File: src/rtl/fc2_score_sender_pkg.sv
// rtl/fc2_score_sender_pkg.sv - shared types and constants for the FC2 score sender
package fc2_score_sender_pkg;

    typedef enum logic [1:0] {
        ST_IDLE    = 2'd0,
        ST_COLLECT = 2'd1,
        ST_SEND    = 2'd2,
        ST_DONE    = 2'd3
    } state_t;

    localparam int NUM_CLASSES_DEF = 10;
    localparam int DATA_W_DEF      = 32;

    // Saturation limits of the biased-score adder at the default width
    localparam logic [DATA_W_DEF-1:0] SAT_MAX = {1'b0, {(DATA_W_DEF-1){1'b1}}};
    localparam logic [DATA_W_DEF-1:0] SAT_MIN = {1'b1, {(DATA_W_DEF-1){1'b0}}};

endpackage

File: src/rtl/fc2_score_bias_sat.sv
// rtl/fc2_score_bias_sat.sv - per-class bias registers and saturating score adder
module fc2_score_bias_sat
    import fc2_score_sender_pkg::*;
#(
    parameter int NUM_CLASSES = NUM_CLASSES_DEF,
    parameter int DATA_W      = DATA_W_DEF
) (
    input  logic              clk,
    input  logic              rst_n,
    input  logic              bias_wr_en,
    input  logic [3:0]        bias_addr,
    input  logic [DATA_W-1:0] bias_data,
    input  logic [3:0]        rd_tag,
    input  logic [DATA_W-1:0] score_in,
    output logic [DATA_W-1:0] score_out
);

    localparam logic [4:0]        NC     = 5'(NUM_CLASSES);
    localparam logic [DATA_W-1:0] MAX_V  = {1'b0, {(DATA_W-1){1'b1}}};
    localparam logic [DATA_W-1:0] MIN_V  = {1'b1, {(DATA_W-1){1'b0}}};

    logic [DATA_W-1:0] bias [NUM_CLASSES];
    logic [DATA_W-1:0] bias_sel;
    logic [DATA_W:0]   sum;

    always_ff @(posedge clk or negedge rst_n) begin
        if (!rst_n) begin
            for (int i = 0; i < NUM_CLASSES; i++) bias[i] <= '0;
        end else if (bias_wr_en && ({1'b0, bias_addr} < NC)) begin
            bias[bias_addr] <= bias_data;
        end
    end

    assign bias_sel = bias[rd_tag];
    assign sum      = {score_in[DATA_W-1], score_in} + {bias_sel[DATA_W-1], bias_sel};

    // Sign bits disagreeing means the true sum left the DATA_W range
    always_comb begin
        score_out = sum[DATA_W-1:0];
        if (sum[DATA_W] != sum[DATA_W-1]) begin
            score_out = sum[DATA_W] ? MIN_V : MAX_V;
        end
    end

endmodule

File: src/rtl/fc2_score_sender.sv
// rtl/fc2_score_sender.sv - collects FC2 class scores and streams them in tag order; FC2_SCORE_BIAS_EN adds saturating bias
module fc2_score_sender
    import fc2_score_sender_pkg::*;
#(
    parameter int NUM_CLASSES = NUM_CLASSES_DEF,
    parameter int DATA_W      = DATA_W_DEF
) (
    input  logic              clk,
    input  logic              rst_n,
    input  logic              start,
    input  logic              wr_en,
    input  logic [3:0]        wr_addr,
    input  logic [DATA_W-1:0] wr_data,
`ifdef FC2_SCORE_BIAS_EN
    input  logic              bias_wr_en,
    input  logic [3:0]        bias_addr,
    input  logic [DATA_W-1:0] bias_data,
`endif
    output logic              score_en,
    output logic [DATA_W-1:0] score_data,
    output logic [3:0]        score_tag,
    output logic              busy,
    output logic              done,
    output logic              addr_err
);

    localparam logic [4:0]             NC       = 5'(NUM_CLASSES);
    localparam logic [3:0]             LAST_TAG = 4'(NUM_CLASSES - 1);
    localparam logic [NUM_CLASSES-1:0] ALL_SET  = '1;

    state_t                 state, state_nxt;
    logic [NUM_CLASSES-1:0] mask, mask_nxt;
    logic [DATA_W-1:0]      scores [NUM_CLASSES];
    logic [3:0]             tag_cnt;
    logic [DATA_W-1:0]      send_data;
    logic                   addr_ok, wr_ok, wr_bad;

    assign addr_ok = ({1'b0, wr_addr} < NC);
    assign wr_ok   = (state == ST_COLLECT) && wr_en && addr_ok;
    assign wr_bad  = (state == ST_COLLECT) && wr_en && !addr_ok;
    assign busy    = (state != ST_IDLE);

    always_comb begin
        mask_nxt = mask;
        if (wr_ok) mask_nxt[wr_addr] = 1'b1;
    end

    always_ff @(posedge clk or negedge rst_n) begin
        if (!rst_n) state <= ST_IDLE;
        else        state <= state_nxt;
    end

    // The mask-completing write is stored on the same edge that moves to SEND
    always_comb begin
        state_nxt = state;
        case (state)
            ST_IDLE:    if (start) state_nxt = ST_COLLECT;
            ST_COLLECT: if (mask_nxt == ALL_SET) state_nxt = ST_SEND;
            ST_SEND:    if (tag_cnt == LAST_TAG) state_nxt = ST_DONE;
            ST_DONE:    state_nxt = ST_IDLE;
            default:    state_nxt = ST_IDLE;
        endcase
    end

`ifdef FC2_SCORE_BIAS_EN
    fc2_score_bias_sat #(
        .NUM_CLASSES (NUM_CLASSES),
        .DATA_W      (DATA_W)
    ) u_bias_sat (
        .clk        (clk),
        .rst_n      (rst_n),
        .bias_wr_en (bias_wr_en),
        .bias_addr  (bias_addr),
        .bias_data  (bias_data),
        .rd_tag     (tag_cnt),
        .score_in   (scores[tag_cnt]),
        .score_out  (send_data)
    );
`else
    assign send_data = scores[tag_cnt];
`endif

    always_ff @(posedge clk or negedge rst_n) begin
        if (!rst_n) begin
            mask       <= '0;
            tag_cnt    <= '0;
            score_en   <= 1'b0;
            score_data <= '0;
            score_tag  <= '0;
            done       <= 1'b0;
            addr_err   <= 1'b0;
            for (int i = 0; i < NUM_CLASSES; i++) scores[i] <= '0;
        end else begin
            done       <= (state == ST_DONE);
            score_en   <= 1'b0;
            score_data <= '0;
            score_tag  <= '0;
            if ((state == ST_IDLE) && start) begin
                mask     <= '0;
                addr_err <= 1'b0;
            end else begin
                mask <= mask_nxt;
            end
            if (wr_ok)  scores[wr_addr] <= wr_data;
            if (wr_bad) addr_err <= 1'b1;
            if (state == ST_SEND) begin
                score_en   <= 1'b1;
                score_data <= send_data;
                score_tag  <= tag_cnt;
                tag_cnt    <= (tag_cnt == LAST_TAG) ? 4'd0 : tag_cnt + 4'd1;
            end
        end
    end

endmodule

File: config.mk
export PLATFORM = sky130hd
export DESIGN_NAME = fc2_score_sender
export DESIGN_NICKNAME = d
export VERILOG_FILES = /design/src/rtl/fc2_score_sender_pkg.sv /design/src/rtl/fc2_score_bias_sat.sv /design/src/rtl/fc2_score_sender.sv
export SDC_FILE = /design/constraint.sdc
export NUM_CORES = 1
export LEC_CHECK = 0
export ABC_AREA = 0
export BUFFER_PORTS_ARGS = -buffer_cell sky130_fd_sc_hd__buf_2
export CAP_MARGIN = 5
export CORE_UTILIZATION = 35
export DETAILED_ROUTE_END_ITERATION = 12
export SYNTH_ARGS = -nofsm -noshare
export SYNTH_HDL_FRONTEND = slang
export SYNTH_HIERARCHICAL = 1
export SYNTH_SLANG_ARGS = --single-unit
File: constraint.sdc
create_clock -name clk -period 2 [get_ports clk]
set_input_delay 0.2 -clock clk [delete_from_list [all_inputs] [get_ports clk]]
set_output_delay 0.2 -clock clk [all_outputs]
set_load 0.01 [all_outputs]
Word level (Yosys, flattened, before mapping)

Index checks and enable logic that the tools add are counted.

Add/subtract/negate cells: 1
Magnitude comparators: 6
Eq/ne operators: 8
Mux-type cells: 20
Bitwise logic cells: 3
Reductions and logical operators: 11

Operators by type and width:

| operator                                                           | count |
|---|---|
| bitwise mux 320 bit                                                | 1 |
| binary-select mux 32 bit (select 4 bit)                            | 1 |
| demux 32 bit (select 4 bit)                                        | 1 |
| 2-to-1 mux 32 bit                                                  | 4 |
| 2-to-1 mux 10 bit                                                  | 2 |
| equality test 10 bit (second input constant)                       | 1 |
| greater-or-equal comparator 5 bit (second input constant)          | 2 |
| NOT 4 -> 5 bit                                                     | 2 |
| bitwise OR 10 bit                                                  | 1 |
| 2-to-1 mux 4 bit                                                   | 2 |
| one-hot mux 2 bit (4 select lines)                                 | 1 |
| logical AND 1 bit                                                  | 6 |
| 2-to-1 mux 2 bit                                                   | 3 |
| < comparator 4 x 5 -> 1 bit (second input constant)                | 1 |
| < comparator 5 x 1 -> 1 bit (second input constant)                | 1 |
| adder 4 x 1 -> 4 bit (second input constant)                       | 1 |
| demux 1 bit (select 4 bit)                                         | 1 |
| equality test 2 bit (second input constant)                        | 2 |
| equality test 4 bit (second input constant)                        | 1 |
| greater-or-equal comparator 4 x 1 -> 1 bit (second input constant) | 1 |
| < comparator 4 bit (second input constant)                         | 1 |
| 2-to-1 mux 1 bit                                                   | 4 |
| != test 2 bit (second input constant)                              | 2 |
| nonzero test 2 bit                                                 | 2 |
| 5 further kinds                                                    | 5 |

Flip-flop bits (word level): 375
Output and inout port bits: 40

Longest topological paths before layout

Gate-level depths: netlist (run 1).

Word-level depth: 9
Mapped depth: 8
Depth with buffers taken out: 7

Worst setup path before layout (run 1)

No wires, ideal clock.

Path kind: reg-to-reg
Start: register state[1]
End: register state[0]
Setup time: 0.131 ns
Arrival: 1.984 ns
Data required time: 1.869 ns
Setup slack: -0.115 ns
Cell stages (with the launch flop): 9
Path buffers: 1
Period minus slack after synthesis: 2.115 ns
Cell sequence: dfrtp_1 > inv_1 > ha_1 > buf_2 > and4b_1 > a21oi_1 > nor4_1 > a21oi_1 > or3_1

Longest elaborated chain between the ends: 7
Elaborated cells on any way between the ends: 13
Classes of those cells: eq/ne: 7; mux: 2; reduce/logical: 4

Ends and longest elaborated chain:

| what                                    | RTL line                                       | text |
|---|---|---|
| start: declaration                      | fc2_score_sender.sv:31                         | `state_t state, state_nxt;` |
| start signal: assignment                | fc2_score_sender.sv:50                         | `else state <= state_nxt;` |
| equality test 2 x 1 -> 1 bit            | fc2_score_sender.sv:39, fc2_score_sender.sv:56 |  |
| logical AND 1 bit (2 in series)         | fc2_score_sender.sv:39                         | `assign wr_ok = (state == ST_COLLECT) && wr_en && addr_ok;` |
| 2-to-1 mux 10 bit                       | fc2_score_sender.sv:45                         | `if (wr_ok) mask_nxt[wr_addr] = 1'b1;` |
| equality test 10 bit                    | fc2_score_sender.sv:58                         | `ST_COLLECT: if (mask_nxt == ALL_SET) state_nxt = ST_SEND;` |
| != test 2 x 1 -> 1 bit (no source line) | --                                             |  |
| AND reduction 3 bit (no source line)    | --                                             |  |

Parallel ways exist; a longest one is shown, timed or not.
A chain may end at the register's enable or synchronous reset.

Worst setup path in the final report (run 1)

Ends and elaborated chain as after synthesis.

==> run summary, run 1 <==
status -> complete, but fails checks
failing checks -> negative setup slack
worst path buffer plus inverter count -> 1
Worst EP arrival -> 2450 ps
most frequent cell after synthesis -> dfrtp_1
clock root cell -> clkbuf_16
Hold Crit Start -> wr_data[5]
Placer Congestion -> 0.751
later-pin clock latency in the skew report -> 560 ps
dpl ws -> -177 ps
switching share of power -> 28.9%
critical path launch point type -> register
MaxCap Viol Count -> 0
Starting Density -> 35.4%
sequential element share of the synthesized area -> 56.9%
reg2reg path depth -> 7
Max-slew headroom -> 64.6%
WL/cell -> 20.8 µm
mapped cell area -> 0.0165 mm²
Clock Path Buffers -> 3
Synth async-reset ratio -> 100%
CTS Sinks -> 375
Die Y -> 219 µm
grt met3 use -> 3.17%
clock transition at the registers of the reported paths -> 60 ps
crit-path max cell delay -> 410 ps
beginning of the critical path -> state[1]
Net Sw Power -> 8.38 mW
Clk pwr share -> 27.4%
post-synthesis sequential element count -> 375
PwrDens -> 1450 mW/mm²
worst reg2reg path startpoint -> state[1]
largest net degree at the start of global routing -> 59
RSZ-0062 raised after global routing -> yes
chip width -> 219 µm
Worst-Margin Slew -> 531 ps
DRC -> 0
num ports -> 80
Crit path max-delay family -> simple AND/OR/NAND/NOR gates
first-pass iteration count of the detailed router -> 4
Critical Path End Type -> register
Peak VDD IR -> 0.000755 V
Synth Flop Type -> dfrtp_1
Post-synth EDFFs -> 0
post-route ant nets -> 0
met2 Track Usage GR -> 27.2%
row count -> 79
Ys Warns -> 6
CTS tree -> done
setup ws final -> -27.4 ps
drt total wl -> 38300 µm
largest cells by area after synthesis -> dfrtp_1, mux2_2, mux4_2
H-tree levels -> 2
HP Class -> input port to register
share of layout cells above drive strength 1 -> 51.5%
Total GRT Usage -> 16.6%
die area -> 0.0480 mm²
port bufs -> 79
Max Fclk -> 493 MHz
fin crit share -> 101%
Via density -> 5.09
Crit. path cell count -> 7
Pleak -> 9.47 nW
number of nets in the layout -> 1244
Max Fanout on Critical Path -> 8
crit path kind -> register to register
DP Wirelength -> 23700 µm
first-pass GRT wire length -> 61000 µm
setup_tns -> -43.4 ps
clock skew -> 11.8 ps
net count after synthesis -> 1123
final setup fails -> 2
min cycle time layout -> 2030 ps
Synth Instances -> 1078
area leader, netlist -> dfrtp_1
Vias -> 9370
total power -> 29.0 mW
Logic pwr share -> 32.0%
share of Yosys cell area claimed by the top area cell type -> 56.9%
met1 Usage GRT -> 22.8%
total CTS buffers -> 42
1st-iter DRT viols -> 480
cell-internal power -> 20.6 mW
r2r setup slk -> -30 ps
worst path required time -> 2430 ps
Final Util -> 42.9%
Distinct cells, synth -> 39
final hold vios -> 0
Remaining Overflow, GRT -> 0
sequential power share -> 40.6%
crit path to -> state[0]
reg-to-reg critical path endpoint -> state[0]
Area growth syn-to-layout -> 21.0%
Syn Area/Cell -> 15.3 µm²
core area -> 0.0466 mm²
Max Slew Vio Count -> 0
gr busiest metal -> met2
Slowest cell on crit path -> nor4_2
vias in the first global route -> 10200
cells along the critical path -> inv_2 -> ha_4 -> and4b_1 -> a21oi_2 -> nor4_2 -> a21oi_1 -> or3_1
initial antenna violation count -> 2
Commonest cells post-synth -> dfrtp_1, mux2_2, mux2i_1, mux4_2, buf_1
state kept, by name, indices dropped and copies added (netlist names):
signal      count
mask           10
score_en        1
done            1
scores        320
addr_err        1
score_data     32
tag_cnt         4
state           2
score_tag       4
timing repair:
action,in CTS,in global routing
endpoints found under the hold margin,212,0
cloned,0,0
buffers inserted,2,2
resized for setup,2,6
hold buffers,23,0
endpoints found under the setup margin,137,2
pin swaps,4,3
worst min-delay path by stage:
stage	end	slack, ps	cells past startpoint
2_1_floorplan	addr_err	-100	0
3_3_place_gp	score_data[29]	190	1
3_5_place_dp	score_data[29]	200	1
4_1_cts	scores[221]	1	2
5_1_grt	scores[261]	20	2
6_report	scores[37]	30	2
layout make-up:
cell class,instances,area (µm²)
Clock buffer,56,1190
Sequential cell,375,9390
Fill cell,4178,26600
Tap cell,607,759
Timing Repair Buffer,178,1600
Multi-Input combinational cell,596,6750
Inverter,6,22.5
Clock inverter,21,240
Antenna cell,1,2.50
per-stage QoR:
step | hold WS [ps] | cell area, µm² | std cells
after floorplan | -95.6 | 16500 | 1078
after global placement | 193 | 18200 | 1735
after detailed placement | 195 | 18200 | 1735
after CTS | 1.05 | 19900 | 1837
after global routing | 24.6 | 20000 | 1840
final | 27.1 | 20000 | 1840
kinds of logic after synthesis:
| group | after synthesis | synth area share (%) |
|---|---|---|
| fa+ha+maj | 5 | 0.379 |
| mux | 448 | 34.5 |
| buf+inv | 107 | 2.74 |
| simple gates | 89 | 3.33 |
| compound gates | 52 | 2.09 |
| flops | 375 | 56.9 |
| xor+xnor | 2 | 0.106 |
cell usage in the layout, fill, tap and decap left out, drive strengths merged, types with 2 or more instances in the layout:
| cell type | Yosys | final |
|---|---|---|
| dfrtp | 375 | 375 |
| mux2 | 320 | 320 |
| buf | 83 | 154 |
| mux2i | 64 | 64 |
| mux4 | 64 | 64 |
| clkbuf | 18 | 57 |
| and2 | 38 | 38 |
| o22ai | 32 | 32 |
| dlygate4sd3 | 0 | 23 |
| nor2 | 17 | 17 |
| clkinv | 0 | 14 |
| a21oi | 10 | 10 |
| nand2 | 8 | 8 |
| inv | 6 | 7 |
| bufinv | 0 | 5 |
| ha | 5 | 5 |
| nor2b | 3 | 3 |
| o21ai | 3 | 3 |
| nor3 | 3 | 3 |
| and4 | 3 | 3 |
| and4b | 2 | 2 |
| nand4b | 2 | 2 |
| o221ai | 2 | 2 |
| or3 | 2 | 2 |
| nand2b | 2 | 2 |
| nand3b | 2 | 2 |
| nor3b | 2 | 2 |
power by group through the flow:
stage,Combinational (mW),Sequential [mW],Clock [mW]
2_1_floorplan,6.61,11.5,0
3_3_place_gp,9.16,11.8,0
3_5_place_dp,9.32,11.9,0
4_1_cts,9.43,11.8,8.17
5_1_grt,10.1,12.1,8.50
6_report,9.29,11.8,7.96
metal layers:
metal | vias up | part of all wire, %
met3 | 51 | 3.4
met4 | 2 | 1.9
met5 | - | 0.034
met1 | 5032 | 46
met2 | 113 | 49
li1 | 4172 | -
(Power assumes the default switching activity.)
==> run 2: changes to the inputs <==
--- a/config.mk
+++ b/config.mk
@@ -9,6 +9,7 @@
 export BUFFER_PORTS_ARGS = -buffer_cell sky130_fd_sc_hd__buf_2
 export CAP_MARGIN = 5
 export CORE_UTILIZATION = 35
+export CTS_BUF_LIST = sky130_fd_sc_hd__clkbuf_4
 export DETAILED_ROUTE_END_ITERATION = 12
 export SYNTH_ARGS = -nofsm -noshare
 export SYNTH_HDL_FRONTEND = slang
==> run 2 against run 1 <==
Net effect:
- the flow still finishes with violations (negative setup slack)
- combinational power up 3.8%
- flip-flop and latch count is the same
- non-clock buffer count is 28 higher
- clock power shrank 16%
- setup slack worse by 7.3 ps
- clock skew increased by 39 ps
- wire length increased by 4.5%
- largest power group unchanged
- cell area grew 1.4%
- final cell count grew 6.7%
==> run summary, run 2 (synthesized netlist as in run 1, its figures left out) <==
port bufs -> 79 (unchanged)
failing checks -> negative setup slack (unchanged)
total CTS buffers -> 99 (was 42)
Peak VDD IR -> 0.000749 V (was 0.000755 V)
drt total wl -> 40000 µm (was 38300 µm)
Final Util -> 43.5% (was 42.9%)
CTS Sinks -> 375 (unchanged)
commonest non-fill, non-tap cell in the layout -> dfrtp_1 (unchanged)
RSZ-0062 raised after global routing -> yes (unchanged)
later-pin clock latency in the skew report -> 820 ps (was 560 ps)
WL/cell -> 20.4 µm (was 20.8 µm)
core area -> 0.0466 mm² (unchanged)
1st-iter DRT viols -> 461 (was 480)
CTS tree -> done (unchanged)
Slowest cell on crit path -> dfrtp_1 (was nor4_2)
cells along the critical path -> inv_2 -> ha_4 -> and4bb_4 -> nand3b_4 -> a2111oi_4 -> o221ai_1 -> or3_1 (was inv_2 -> ha_4 -> and4b_1 -> a21oi_2 -> nor4_2 -> a21oi_1 -> or3_1)
initial antenna violation count -> 3 (was 2)
setup_tns -> -235 ps (was -43.4 ps)
crit path kind -> register to register (unchanged)
total power -> 28.1 mW (was 29.0 mW)
Clock Path Buffers -> 3 (unchanged)
H-tree levels -> 3 (was 2)
Remaining Overflow, GRT -> 0 (unchanged)
Worst EP arrival -> 2700 ps (was 2450 ps)
Pleak -> 9.70 nW (was 9.47 nW)
DRC -> 0 (unchanged)
share of layout cells above drive strength 1 -> 54.8% (was 51.5%)
fillcell total -> 4221 (was 4178)
Max Fclk -> 491 MHz (was 493 MHz)
num ports -> 80 (unchanged)
Max Fanout on Critical Path -> 7 (was 8)
clock skew -> 50.9 ps (was 11.8 ps)
Max Slew Vio Count -> 0 (unchanged)
status -> complete, but fails checks (unchanged)
reg-to-reg critical path endpoint -> state[1] (was state[0])
Area growth syn-to-layout -> 22.7% (was 21.0%)
post-route ant nets -> 0 (unchanged)
reg2reg path depth -> 7 (unchanged)
vias in the first global route -> 10800 (was 10200)
MaxCap Viol Count -> 0 (unchanged)
most frequent cells in the layout -> dfrtp_1, mux2_2, clkbuf_4 (was dfrtp_1, mux2_2, buf_2)
fin crit share -> 102% (was 101%)
min cycle time layout -> 2030 ps (about the same)
setup ws final -> -34.7 ps (was -27.4 ps)
row count -> 79 (unchanged)
Via density -> 5.07 (was 5.09)
chip width -> 219 µm (unchanged)
dpl ws -> -177 ps (unchanged)
first-pass GRT wire length -> 62500 µm (was 61000 µm)
Register Area -> 0.00939 mm² (unchanged)
Starting Density -> 35.4% (unchanged)
multi-input gate area in the final layout -> 0.00687 mm² (was 0.00675 mm²)
Vias -> 9950 (was 9370)
Critical Path End Type -> register (unchanged)
Max-slew headroom -> 70.1% (was 64.6%)
clock transition at the registers of the reported paths -> 70 ps (was 60 ps)
Worst-Margin Slew -> 448 ps (was 531 ps)
HP Class -> input port to asynchronous set/reset pin (was input port to register)
Largest regs -> scores: 320 flops, score_data: 32 flops, mask: 10 flops (unchanged)
first-pass iteration count of the detailed router -> 4 (unchanged)
worst reg2reg path startpoint -> state[1] (unchanged)
DP Wirelength -> 23700 µm (unchanged)
final setup fails -> 15 (was 2)
final hold vios -> 0 (unchanged)
r2r setup slk -> -30 ps (about the same)
Min Hold Slack -> 105 ps (was 27.1 ps)
max reg flops -> 320 (unchanged)
largest net degree at the start of global routing -> 52 (was 59)
PwrDens -> 1390 mW/mm² (was 1450 mW/mm²)
Total GRT Usage -> 17.1% (was 16.6%)
worst path required time -> 2660 ps (was 2430 ps)
number of nets in the layout -> 1329 (was 1244)
critical path launch point type -> register (unchanged)
crit-path max cell delay -> 390 ps (was 410 ps)
Placer Congestion -> 0.751 (unchanged)
die area -> 0.0480 mm² (unchanged)
Largest Register -> scores (unchanged)
Die Y -> 219 µm (unchanged)
clock root cell -> clkbuf_4 (was clkbuf_16)
[run 2: layer usage]
layer,up-vias,GRT usage (%),share of wire [%]
met2,180,27.3,48
met3,55,3.63,4.2
met4,0,6.48,1.8
li1,4422,-,-
met5,-,0,0
met1,5293,22.9,46
[run 2: repair_timing]
action,in CTS,in global routing
endpoints found under the hold margin,708,0
resized for setup,13,41
pin swaps,8,2
buffers inserted,6,7
hold buffers,40,0
gates cloned,0,2
setup endpoints to repair,136,23
[run 2: worst max-delay path: cells and delay by family (launching register included)]
kind / cells / cell delay, ps
fa+ha+maj: 1 / 170
flops: 1 / 390
simple gates: 3 / 710
compound gates: 2 / 560
buf+inv: 1 / 80
[run 2: cell type report]
type,instances,area share [%]
Antenna cell,3,0.0371
Clock buffer,156,5.79
Clock inverter,14,0.414
Inverter,6,0.136
Multi-Input combinational cell,596,34.0
Sequential cell,375,46.4
Tap cell,607,3.75
Timing Repair Buffer,206,9.47
[run 2: stage by stage]
step           area, µm²  cells
2_1_floorplan      16500   1078
4_1_cts            20000   1951
3_5_place_dp       18200   1735
6_report           20200   1963
5_1_grt            20200   1963
3_3_place_gp       18200   1735
[run 2: worst max-delay path by stage]
stage | from | endpoint | slack, ps | cells after the start
6_report | state[1] | state[1] | -30 | 7
5_1_grt | state[1] | state[1] | -130 | 7
4_1_cts | state[0] | state[0] | -2 | 7
3_5_place_dp | state[1] | state[1] | -180 | 7
3_3_place_gp | state[1] | state[1] | -140 | 7
2_1_floorplan | state[1] | state[0] | 20 | 8
[run 2: power breakdown]
| part | internal [mW] | total (mW) | switching (mW) |
|---|---|---|---|
| logic | 5.63 | 9.64 | 4.01 |
| registers | 10.4 | 11.8 | 1.35 |
| clock network | 3.62 | 6.71 | 3.09 |
==> run 3: changes to the inputs <==
--- a/config.mk
+++ b/config.mk
@@ -7,10 +7,13 @@
 export LEC_CHECK = 0
 export ABC_AREA = 0
 export BUFFER_PORTS_ARGS = -buffer_cell sky130_fd_sc_hd__buf_2
-export CAP_MARGIN = 5
+export CAP_MARGIN = 20
+export CELL_PAD_IN_SITES_DETAIL_PLACEMENT = 1
+export CELL_PAD_IN_SITES_GLOBAL_PLACEMENT = 2
 export CORE_UTILIZATION = 35
 export CTS_BUF_LIST = sky130_fd_sc_hd__clkbuf_4
 export DETAILED_ROUTE_END_ITERATION = 12
+export PLACE_DENSITY_LB_ADDON = 0.1
 export SYNTH_ARGS = -nofsm -noshare
 export SYNTH_HDL_FRONTEND = slang
 export SYNTH_HIERARCHICAL = 1
==> run 3 against run 2 <==
Net effect:
- the run still ends with negative setup slack left
- first-iteration DRC count shrank 26%
- sequential power about the same
- fmax is 1.6% higher
- largest power group unchanged
- highest routed layer unchanged
==> run summary, run 3 (synthesized netlist as in run 1, its figures left out) <==
status -> complete, but fails checks (unchanged)
failing checks -> negative setup slack (unchanged)
worst path required time -> 2680 ps (was 2660 ps)
later-pin clock latency in the skew report -> 840 ps (was 820 ps)
crit path kind -> register to register (unchanged)
worst path buffer plus inverter count -> 4 (was 1)
DP Wirelength -> 24900 µm (was 23700 µm)
commonest non-fill, non-tap cell in the layout -> dfrtp_1 (unchanged)
reg2reg path depth -> 8 (was 7)
Remaining Overflow, GRT -> 0 (unchanged)
placed cell count -> 1734 (was 1735)
Register Area -> 0.00939 mm² (about the same)
clock root cell -> clkbuf_4 (unchanged)
Starting Density -> 35.4% (unchanged)
Peak VDD IR -> 0.000631 V (was 0.000749 V)
cell-internal power -> 20.2 mW (was 19.7 mW)
HP Class -> input port to asynchronous set/reset pin (unchanged)
post-route ant nets -> 0 (unchanged)
MaxCap Viol Count -> 0 (unchanged)
Min Hold Slack -> 85.2 ps (was 105 ps)
reg-to-reg critical path endpoint -> score_data[28] (was state[1])
Max Fclk -> 500 MHz (was 491 MHz)
Crit. path cell count -> 8 (was 7)
cells along the critical path -> buf_12 -> buf_12 -> buf_4 -> clkbuf_16 -> mux4_2 -> mux2i_1 -> o22ai_1 -> and2_1 (was inv_2 -> ha_4 -> and4bb_4 -> nand3b_4 -> a2111oi_4 -> o221ai_1 -> or3_1)
clock transition at the registers of the reported paths -> 60 ps (was 70 ps)
1st-iter DRT viols -> 343 (was 461)
WL met1 -> 20300 µm (was 18400 µm)
Total GRT Usage -> 18.9% (was 17.1%)
initial antenna violation count -> 2 (was 3)
RSZ-0062 raised after global routing -> yes (unchanged)
H-tree levels -> 3 (unchanged)
Worst EP arrival -> 2690 ps (was 2700 ps)
Critical Path End Type -> register (unchanged)
row count -> 79 (unchanged)
fillcell total -> 4666 (was 4221)
Logic pwr share -> 35.9% (was 34.3%)
worst reg2reg path startpoint -> tag_cnt[0] (was state[1])
number of nets in the layout -> 1376 (was 1329)
met3 WL post-DR -> 1490 µm (was 1680 µm)
Net Sw Power -> 8.99 mW (was 8.45 mW)
num ports -> 80 (unchanged)
Largest Register -> scores (unchanged)
Largest regs -> scores: 320 flops, score_data: 32 flops, mask: 10 flops (unchanged)
WL/cell -> 21.8 µm (was 20.4 µm)
clock skew -> 64.9 ps (was 50.9 ps)
max reg flops -> 320 (unchanged)
min cycle time layout -> 2000 ps (was 2030 ps)
first-pass GRT wire length -> 68000 µm (was 62500 µm)
critical path launch point type -> register (unchanged)
Placer Congestion -> 0.692 (was 0.751)
DRC -> 0 (unchanged)
Critical Path Most Common Cell -> buf_12
Die Y -> 219 µm (unchanged)
final hold vios -> 0 (unchanged)
most frequent cells in the layout -> dfrtp_1, mux2_2, clkbuf_4 (unchanged)
setup ws final -> -1.82 ps (was -34.7 ps)
Vias -> 10200 (was 9950)
drt total wl -> 44100 µm (was 40000 µm)
core area -> 0.0466 mm² (unchanged)
PwrDens -> 1410 mW/mm² (was 1390 mW/mm²)
fin crit share -> 100% (was 102%)
share of layout cells above drive strength 1 -> 55.1% (was 54.8%)
Area growth syn-to-layout -> 25.5% (was 22.7%)
Worst-Margin Slew -> 630 ps (was 448 ps)
first-pass iteration count of the detailed router -> 6 (was 4)
die area -> 0.0480 mm² (unchanged)
max layer used -> met4 (unchanged)
r2r setup slk -> -2 ps (was -30 ps)
Slowest cell on crit path -> dfrtp_4 (was dfrtp_1)
crit-path max cell delay -> 510 ps (was 390 ps)
switching share of power -> 30.8% (was 30.0%)
Max Fanout on Critical Path -> 5 (was 7)
Pleak -> 9.94 nW (was 9.70 nW)
fin cells -> 2018 (was 1963)
Clk pwr share -> 23.6% (was 23.8%)
total CTS buffers -> 109 (was 99)
WL met2 -> 21200 µm (was 19200 µm)
chip width -> 219 µm (unchanged)
sequential power share -> 40.5% (was 41.9%)
vias in the first global route -> 11500 (was 10800)
Max-slew headroom -> 58.0% (was 70.1%)
CTS Sinks -> 375 (unchanged)
port bufs -> 79 (unchanged)
beginning of the critical path -> tag_cnt[0] (was state[1])
Max Slew Vio Count -> 0 (unchanged)
CTS tree -> done (unchanged)
multi-input gate area in the final layout -> 0.00680 mm² (was 0.00687 mm²)
Crit path max-delay family -> multiplexers (was simple AND/OR/NAND/NOR gates)
final setup fails -> 1 (was 15)
largest net degree at the start of global routing -> 64 (was 52)
Clock Path Buffers -> 3 (unchanged)
Via density -> 5.03 (was 5.07)
[run 3: area by class of cell]
class	count	area share, %
flip-flops and latches	375	45.4
diodes	2	0.0242
clock buffers	150	5.44
repair buffers	243	11.6
well taps	607	3.67
inverters	6	0.133
multi-input cells	596	32.8
clock inverters	39	0.876
[run 3: what timing repair did]
action | in CTS | in global routing
endpoints found under the hold margin | 708 | 0
pin swaps | 5 | 14
gates resized for setup | 13 | 30
hold buffers | 41 | 0
cloned | 0 | 12
setup buffers | 11 | 29
endpoints found under the setup margin | 184 | 167
[run 3: worst max path at each step]
stage	slack (ps)	to
floorplan	20	state[0]
finish	-2	score_data[28]
detailed placement	-220	state[0]
global placement	-190	state[0]
global route	-110	scores[85]
CTS	-50	state[0]
[run 3: metrics by stage]
| step | util (%) | setup slack, ps | total power, mW | TNS (ps) | area [µm²] |
|---|---|---|---|---|---|
| global route | 44.5 | -107 | 31.2 | -6670 | 20700 |
| finish | 44.5 | -1.82 | 29.2 | -1.82 | 20700 |
| CTS | 43.0 | -47.0 | 28.8 | -382 | 20000 |
| global placement | 39.0 | -193 | 21.0 | -12220 | 18100 |
| detailed placement | 39.0 | -221 | 21.2 | -12500 | 18100 |
| floorplan | - | 16.5 | 18.1 | 0 | 16500 |
[run 3: tightest hold or removal path, cell delays in order]
cell           delay [ps]
dlygate4sd3_1         560
buf_8                 230
buf_4                 200
[run 3: power by group through the flow]
| stage | logic [mW] | clock network [mW] | registers, mW |
|---|---|---|---|
| 2_1_floorplan | 6.61 | 0 | 11.5 |
| 3_3_place_gp | 9.17 | 0 | 11.9 |
| 3_5_place_dp | 9.28 | 0 | 12.0 |
| 4_1_cts | 9.69 | 7.22 | 11.8 |
| 5_1_grt | 11.4 | 7.61 | 12.2 |
| 6_report | 10.5 | 6.88 | 11.8 |
[run 3: routing by layer]
layer  vias up  global-route usage (%)
met1      5357                    25.6
met4         0                    6.74
li1       4524                       -
met2       185                    30.1
met3        88                    3.76
met5         -                       0
